**src/rtl/irq_sched.sv**
```systemverilog
// irq_sched: edge-capturing interrupt scheduler driving the LEGv8 ExtIRQ/ExtIAck/ERet handshake.
// Define IRQ_ROUND_ROBIN_EN for rotating priority; the default build uses fixed priority (index 0 highest).
module irq_sched #(
    parameter int NSRC = 8,
    parameter int IDW  = 3
) (
    input  logic            clk,
    input  logic            reset,
    input  logic [NSRC-1:0] irq_src,
    input  logic            mask_we,
    input  logic [NSRC-1:0] mask_wdata,
    input  logic            ExtIAck,
    input  logic            ERet,
    output logic            ExtIRQ,
    output logic [IDW-1:0]  irq_id,
    output logic [NSRC-1:0] irq_ack,
    output logic            irq_active,
    output logic [NSRC-1:0] pending
);

    typedef enum logic [1:0] {IDLE, REQ, SERVICE} state_t;

    state_t          state;
    logic [NSRC-1:0] src_q;
    logic [NSRC-1:0] mask;
    logic [NSRC-1:0] eligible;
    logic [NSRC-1:0] edge_set;
    logic [NSRC-1:0] grant_clr;
    logic [IDW-1:0]  sel_id;
    logic [IDW-1:0]  win_id;
    logic            win_valid;

    assign edge_set  = irq_src & ~src_q;
    assign eligible  = pending & mask;
    assign grant_clr = (state == REQ && ExtIAck)
                       ? ({{(NSRC-1){1'b0}}, 1'b1} << sel_id) : '0;
    assign irq_id    = sel_id;

`ifdef IRQ_ROUND_ROBIN_EN
    logic [IDW-1:0]  rr_ptr;
    logic [NSRC-1:0] rotated;

    // Rotate so rr_ptr lands at bit 0, pick the lowest set bit, then rotate the index back.
    assign rotated = NSRC'({eligible, eligible} >> rr_ptr);

    always_comb begin
        int sum;
        win_valid = 1'b0;
        win_id    = '0;
        sum       = 0;
        for (int i = NSRC - 1; i >= 0; i--) begin
            if (rotated[i]) begin
                win_valid = 1'b1;
                sum       = int'(rr_ptr) + i;
                if (sum >= NSRC) sum = sum - NSRC;
                win_id    = IDW'(sum);
            end
        end
    end
`else
    always_comb begin
        win_valid = 1'b0;
        win_id    = '0;
        for (int i = NSRC - 1; i >= 0; i--) begin
            if (eligible[i]) begin
                win_valid = 1'b1;
                win_id    = IDW'(i);
            end
        end
    end
`endif

    // A fresh edge is OR-ed in after the grant clear so a same-cycle re-assertion survives.
    always_ff @(posedge clk or negedge reset) begin
        if (!reset) begin
            state      <= IDLE;
            ExtIRQ     <= 1'b0;
            sel_id     <= '0;
            irq_ack    <= '0;
            irq_active <= 1'b0;
            pending    <= '0;
            mask       <= '1;
            src_q      <= '0;
`ifdef IRQ_ROUND_ROBIN_EN
            rr_ptr     <= '0;
`endif
        end else begin
            src_q   <= irq_src;
            pending <= (pending & ~grant_clr) | edge_set;
            irq_ack <= '0;
            if (mask_we) mask <= mask_wdata;

            case (state)
                IDLE: begin
                    if (win_valid) begin
                        sel_id <= win_id;
                        ExtIRQ <= 1'b1;
                        state  <= REQ;
                    end
                end
                REQ: begin
                    if (ExtIAck) begin
                        irq_ack    <= grant_clr;
                        ExtIRQ     <= 1'b0;
                        irq_active <= 1'b1;
                        state      <= SERVICE;
`ifdef IRQ_ROUND_ROBIN_EN
                        rr_ptr     <= (sel_id == IDW'(NSRC - 1)) ? '0 : sel_id + 1'b1;
`endif
                    end
                end
                SERVICE: begin
                    if (ERet) begin
                        irq_active <= 1'b0;
                        state      <= IDLE;
                    end
                end
                default: state <= IDLE;
            endcase
        end
    end

endmodule

```
**config.mk**
```make
export PLATFORM = sky130hd
export DESIGN_NAME = irq_sched
export DESIGN_NICKNAME = d
export VERILOG_FILES = /design/src/rtl/irq_sched.sv
export SDC_FILE = /design/constraint.sdc
export NUM_CORES = 1
export LEC_CHECK = 0
export ABC_CLOCK_PERIOD_IN_PS = 2200
export CAP_MARGIN = 10
export CORE_ASPECT_RATIO = 1.4
export CORE_UTILIZATION = 52
export CTS_BUF_LIST = sky130_fd_sc_hd__clkbuf_8
export DETAILED_ROUTE_END_ITERATION = 8
export HOLD_SLACK_MARGIN = 0.03
export PLACE_DENSITY_LB_ADDON = 0.08
export SLEW_MARGIN = 5
export SYNTH_ARGS = -nofsm -noshare
export SYNTH_HDL_FRONTEND = slang
export SYNTH_SLANG_ARGS = --single-unit
```
**constraint.sdc**
```tcl
create_clock -name clk -period 2.2 [get_ports clk]
set_clock_uncertainty 0.2 [all_clocks]
set_input_delay 0.66 -clock clk [delete_from_list [all_inputs] [get_ports clk]]
set_output_delay 0.66 -clock clk [all_outputs]
set_load 0.01 [all_outputs]
```
Word-level counts from Yosys, hierarchy flattened
Cells that the tools add are included.

word-level totals
  bits of input ports = 21
  logic and storage cells = 57
  output and inout bits = 21
  bits in registers = 39

operators by class
  bitwise logic cells = 6
  equal/unequal tests = 5
  reductions and logical operators = 8
  muxes and demuxes = 29
  shift-type cells = 1

operators by type and width
  cell                                             count
  AND 8 bit                                        3
  2-to-1 mux 3 bit                                 8
  2-to-1 mux 8 bit                                 3
  NOT 8 bit                                        2
  2-to-1 mux 1 bit                                 12
  AND reduction 3 bit                              3
  OR 8 bit                                         1
  left shift 1 x 3 -> 8 bit, first input constant  1
  2-to-1 mux 2 bit                                 3
  inequality test 2 bit, second input constant     3
  case mux 2 bit (3 select lines)                  1
  case mux 1 bit (2 select lines)                  2
  nonzero test 2 bit                               2
  == test 2 x 1 -> 1 bit, second input constant    1
  == test 2 bit, second input constant             1
  logical NOT 2 bit                                1
  AND reduction 2 bit                              1
  logical AND 1 bit                                1

Logic depth before layout (Yosys ltp)
Gate-level depths: netlist of run 1.

  word-level depth = 11
  gate-level depth with buffers = 5

Worst setup path before layout of run 1
Ideal clock, no wire load.

  path kind = input to register
  start point = in ExtIAck
  end point = reg pending[1]
  data required time = 1,871 ps
  stages = 5
  setup time = 129 ps
  slack = 576 ps
  arrival time = 1,295 ps
  path through = nand3b_1 -> or2_1 -> buf_6 -> o21ai_0 -> o21ai_0

on the way
  word-level cells in the longest chain between the ends = 5

RTL lines
  element               RTL line  RTL
  from (decl)           12        input logic ExtIAck,
  logical AND 1 bit     35        assign grant_clr = (state == REQ && ExtIAck)
  2-to-1 mux 8 bit      36        ? ({{(NSRC-1){1'b0}}, 1'b1} << sel_id) : '0;
  NOT 8 bit             89        pending <= (pending & ~grant_clr) | edge_set;
  AND 8 bit             89
  OR 8 bit              89
  to (signal assigned)  89
  to (decl)             18        output logic [NSRC-1:0] pending

Every way passes these cells.
A chain may end at the register's enable or synchronous reset.

Final worst setup path of run 1
  start point = reg pending[7]
  end point = out pending[7]

No word-level cell between the ends.

==> impl_metrics.yaml, run 1 <==
cells_and_area:
  seq_area_um2: 986
  finalNonFillerCells: 212
  most-common-layout-cells: "40 x clkdlybuf4s50_1, 31 x dfrtp_1, 15 x o21ai_0"
  drive_gt1_share_pct: 18.2
  nNetsFinal: 196
  syn2layout_area_growth_pct: 40.5
  fill_cells: 183
  finalInstanceArea_um2: 2070
  antenna_cells: 0
  multiInputGateArea_um2: 427
  final_common_cell: "clkdlybuf4s50_1"
clock_tree:
  cts-resized-gates: 0
  clockBufferDepth: 2
  cts_setup_buffers: 0
  insertion_delay_ps: 300
  htree_levels: 2
  cts_tree: "built"
  cts_buffers: 5
  holdBufCountCts: 0
  cts_sinks: 39
  root_buffer: "clkbuf_8"
  cts.clk_slew.worst_paths_ps: 70
critical_path:
  worstPathCellList: "clkdlybuf4s50_1"
  startpoint: "pending[7]"
  critical-path-top-delay-family: "buffers and inverters"
  cp_num_cells: 1
  cp.required_ps: 1340
  cpMaxStageDelayCell: "clkdlybuf4s50_1"
  critPathMaxFanout: 4
  endpoint: "pending[7]"
  rr_worst_depth: 4
  crit_type: "register to primary output"
  r2r-end: "pending[2]"
  cp_data_arrival_time_ps: 1280
  r2r_slack_ps: 620
  path_buf_inv: 1
  worstSetupEndpointType: "primary output"
  regToRegStartpoint: "state[1]"
  startpoint_type: "register"
  slowest_delay_ps: 560
timing:
  finalSetupTns_ps: 0
  setup_viol: 0
  post-route-period-util_pct: 97.1
  rsz0062_at_grt: "false"
  fin_crit_ps: 2140
  final_max_slew_viol_count: 0
  tightest_slew_ps: 446
  relSlewSlack_pct: 70.3
  hold_viol: 0
  fmax_ghz: 0.468
  hold_slack_ps: 98.4
global_routing:
  grtUsageMet2_pct: 39.1
  grt.busiest_layer: "met2"
  grt_pass1_vias: 1122
  grtUsageMet1_pct: 28.6
  grt_use_met3_pct: 8.08
  gr-usage-all-layers_pct: 24.8
  overflow: 0
  grt_max_degree: 22
  antenna_found_initial: 0
  grt_pass1_wl_mm: 5.06
power_and_ir_drop:
  leakage_nw: 0.902
  swShare_pct: 32.2
  p_per_area_nw_per_um2: 1080
  p_sw_w: 0.000720
  peakVddDrop_mv: 0.653
  p_int_w: 0.00152
  power.share.clock_pct: 24.0
  pwr-share-seq_pct: 44.2
  p_comb_share_pct: 31.8
  finalPower_w: 0.00224
synth:
  ys_top_cells_by_area: "dfrtp_1 53%, dfstp_2 14%, mux2_2 6.1%"
  ys_warn_count: 0
  synthCells: 123
  yosysUniqueCellTypes: 25
  syn-cell-area_um2: 1470
  synth_top_area_cell: "dfrtp_1"
  yosysSeqAreaShare_pct: 66.9
  netlist.area_leader.share_pct: 52.7
  synth.avg_cell_area_um2: 12.0
  syn_nets: 144
  synth_seq_cells: 39
placement:
  placed_cell_area_um2: 1970
  io_buffers: 41
  hpwl_mm: 2.35
  dp.cells: 204
  place_congestion: 0.827
floorplanning:
  die_w_um: 47.0
  dieArea_um2: 3050
  boundaryPins: 42
  rows: 22
  coreArea_um2: 2640
  start_util_pct: 55.7
  die_y_um: 65.0
drt:
  drt_iter0_drc: 47
  vias: 1115
  final_antenna_net_count: 0
  wire_per_inst_um: 15.1
  via_per_inst: 5.26
  drt-total-wl_mm: 3.20
  post-route-drc-count: 0
  first_pass_iters: 4
worst_hold_path:
  worstHoldPathType: "primary input to asynchronous set/reset pin"
status:
  status: "completed"
flow_run:
  maxCapViolations: 0
==> area by class of cell <==
| cell class | count | area share [%] |
|---|---|---|
| sequential | 39 | 47.6 |
| clock inverter | 1 | 0.363 |
| clock buffer | 7 | 4.66 |
| inverter | 12 | 2.18 |
| multi-input combinational | 70 | 20.6 |
| tap | 36 | 2.18 |
| timing repair buffer | 47 | 22.4 |
==> synthesized netlist by cell type <==
library cell,number
dfrtp_1,31
o21ai_0,15
nand2_1,13
inv_1,12
dfstp_2,8
mux2_2,8
nor2_1,8
a21oi_1,5
a22oi_1,4
a32o_1,2
nand2b_1,2
o22ai_1,2
a31oi_1,1
buf_6,1
clkbuf_1,1
nand3_1,1
nand3b_1,1
nand4_1,1
nand4b_1,1
nor3_1,1
nor3_4,1
o21ai_1,1
o2bb2ai_1,1
or2_1,1
or2b_1,1
==> worst min-delay path by stage <==
stage | cells past startpoint | endpoint | from | slack, ps
5_1_grt | 1 | pending[6] | reset | 130
3_5_place_dp | 1 | pending[1] | src_q[1] | 210
3_3_place_gp | 1 | pending[7] | src_q[7] | 200
4_1_cts | 1 | irq_ack[5] | reset | 110
6_report | 1 | irq_ack[5] | reset | 100
2_1_floorplan | 0 | ExtIRQ | reset | 160
==> sequential cells by signal (all words and copies together) (netlist names) <==
signal,flops
irq_id,3
state,2
irq_active,1
ExtIRQ,1
mask,8
src_q,8
irq_ack,8
pending,8
==> metrics by stage <==
stage | utilization [%] | worst slack, ps
6_report | 78.3 | 64.4
5_1_grt | 78.3 | 6.36
4_1_cts | 78.3 | 65.5
3_5_place_dp | 74.4 | -2.16
3_3_place_gp | 74.4 | 49.8
2_1_floorplan | - | 576
==> routing by layer <==
metal	routed length (um)	part of all wire [%]	vias up
li1	-	-	523
met2	1690	53	44
met3	147	4.6	9
met1	1270	40	539
met5	0	0	-
met4	93	2.9	0
==> power by group through the flow <==
stage / combinational (W) / clock [W] / sequential [W]
finish: 0.000711 / 0.000536 / 0.000989
global route: 0.000777 / 0.000569 / 0.00101
CTS: 0.000713 / 0.000537 / 0.000988
detailed placement: 0.000706 / 0 / 0.00100
global placement: 0.000683 / 0 / 0.000996
floorplan: 0.000272 / 0 / 0.00104
==> cell families (layout without fill, tap and decap cells) <==
kind of cell,Yosys count,count (layout),synth area share (%)
flops,39,39,66.9
compound gates,31,31,12.4
simple gates,31,31,10.5
buf+inv,14,67,4.08
mux,8,8,6.12
No activity file was read; power rests on OpenSTA's default activity.
==> run 2, diff against run 1 <==
- CELL_PAD_IN_SITES_DETAIL_PLACEMENT: not set -> 2
- CELL_PAD_IN_SITES_GLOBAL_PLACEMENT: not set -> 2
- CORE_UTILIZATION: 52 -> 33
==> run 2 against run 1 <==
Against the previous run:
- sequential share of layout area decreased by 0.68 points
- via count increased by 1.4%
- critical path depth unchanged
- setup slack got worse by 20 ps
- power increased by 1.9%
- die area increased by 55%
- clock-buffer cell count unchanged
- global-route usage decreased by 6.3 points
- design area increased by 1.5%
- highest routed layer unchanged
==> impl_metrics.yaml, run 2 (synthesis results as in run 1) <==
critical_path:
  cp.required_ps: 1340
  critical-path-top-delay-family: "buffers and inverters"
  cp_data_arrival_time_ps: 1300
  path_buf_inv: 1
  cpMaxStageDelayCell: "clkdlybuf4s50_1"
  worstPathCellList: "clkdlybuf4s50_1"
  crit_type: "register to primary output"
  worstSetupEndpointType: "primary output"
  critPathMaxFanout: 4
  startpoint_type: "register"
  slowest_delay_ps: 570
clock_tree:
  cts_setup_buffers: 0
  cts_tree: "built"
  htree_levels: 2
  cts_buffers: 5
  holdBufCountCts: 0
  clockBufferDepth: 2
  cts.clk_slew.worst_paths_ps: 80
  root_buffer: "clkbuf_8"
  cts_sinks: 39
  insertion_delay_ps: 290
  cts-resized-gates: 0
cells_and_area:
  nNetsFinal: 196
  most-common-layout-cells: "40 x clkdlybuf4s50_1, 31 x dfrtp_1, 15 x o21ai_0"
  drive_gt1_share_pct: 18.2
  antenna_cells: 0
  seq_area_um2: 986
  syn2layout_area_growth_pct: 42.6
  multiInputGateArea_um2: 427
  final_core_utilization_pct: 49.5
  fill_cells: 443
  final_common_cell: "clkdlybuf4s50_1"
timing:
  fin_crit_ps: 2160
  post-route-period-util_pct: 98.0
  setup_viol: 0
  fmax_ghz: 0.464
  hold_viol: 0
  rsz0062_at_grt: "false"
  relSlewSlack_pct: 68.6
  tightest_slew_ps: 471
  final_max_slew_viol_count: 0
floorplanning:
  start_util_pct: 34.7
  die_y_um: 81.0
  rows: 28
  dieArea_um2: 4740
  die_w_um: 58.5
  boundaryPins: 42
  coreArea_um2: 4240
global_routing:
  gr-usage-all-layers_pct: 18.5
  grt_pass1_vias: 1208
  overflow: 0
  antenna_found_initial: 0
  grt_pass1_wl_mm: 6.13
  grt_max_degree: 22
drt:
  first_pass_iters: 3
  drt_iter0_drc: 19
  post-route-drc-count: 0
  final_antenna_net_count: 0
  vias: 1131
  via_per_inst: 4.79
  drt-total-wl_mm: 3.87
  wire_per_inst_um: 16.4
placement:
  place_congestion: 0.760
  hpwl_mm: 2.87
  io_buffers: 41
power_and_ir_drop:
  finalPower_w: 0.00228
  leakage_nw: 0.901
  p_per_area_nw_per_um2: 1090
  peakVddDrop_mv: 0.418
status:
  status: "completed"
flow_run:
  maxCapViolations: 0
worst_hold_path:
  worstHoldPathType: "primary input to asynchronous set/reset pin"
-- run 2: cell counts in the layout (fill, tap and decap cells not counted) --
No cell type changed its count.
-- run 2: metrics by stage --
step,setup WS [ps],TNS [ps],hold slack (ps),instances,instance area [um2]
final,44.3,0,111,236,2100
after global routing,5.71,0,127,236,2100
after CTS,24.2,0,120,236,2100
after detailed placement,-7.17,-14.5,217,228,2000
after global placement,30.4,0,208,228,2000
after floorplan,576,0,164,123,1470
-- run 2: metal layers --
layer / GRT usage [%] / vias to the layer above / share of wire [%]
li1: - / 522 / -
met3: 4.62 / 5 / 3.3
met5: 0 / - / 0
met1: 20.8 / 575 / 40
met2: 32.2 / 29 / 55
met4: 9.29 / 0 / 1.8
-- run 2: layout make-up --
cell class	instances	area share [%]
clock inverter	1	0.358
clock buffer	7	4.59
timing repair buffer	47	22.1
tap	60	3.58
inverter	12	2.15
multi-input combinational	70	20.3
sequential	39	47.0
-- run 2: report_power, final --
part           switching, W  leakage (nW)  internal, W
Clock              0.000261        0.0505     0.000285
Combinational      0.000366         0.408     0.000369
Sequential         0.000129         0.443     0.000868
-- run 2: worst paths after layout --
check / slack (ps) / startpoint / cells past startpoint / endpoint
hold / removal: 110 / reset / 1 / irq_ack[0]
setup reg to reg: 620 / pending[7] / 4 / state[0]
setup / recovery: 40 / pending[1] / 1 / pending[1]
hold reg to reg: 230 / src_q[2] / 1 / pending[2]
min in group clk: 230 / src_q[2] / 1 / pending[2]
max in group asynchronous: 1220 / reset / 2 / pending[3]
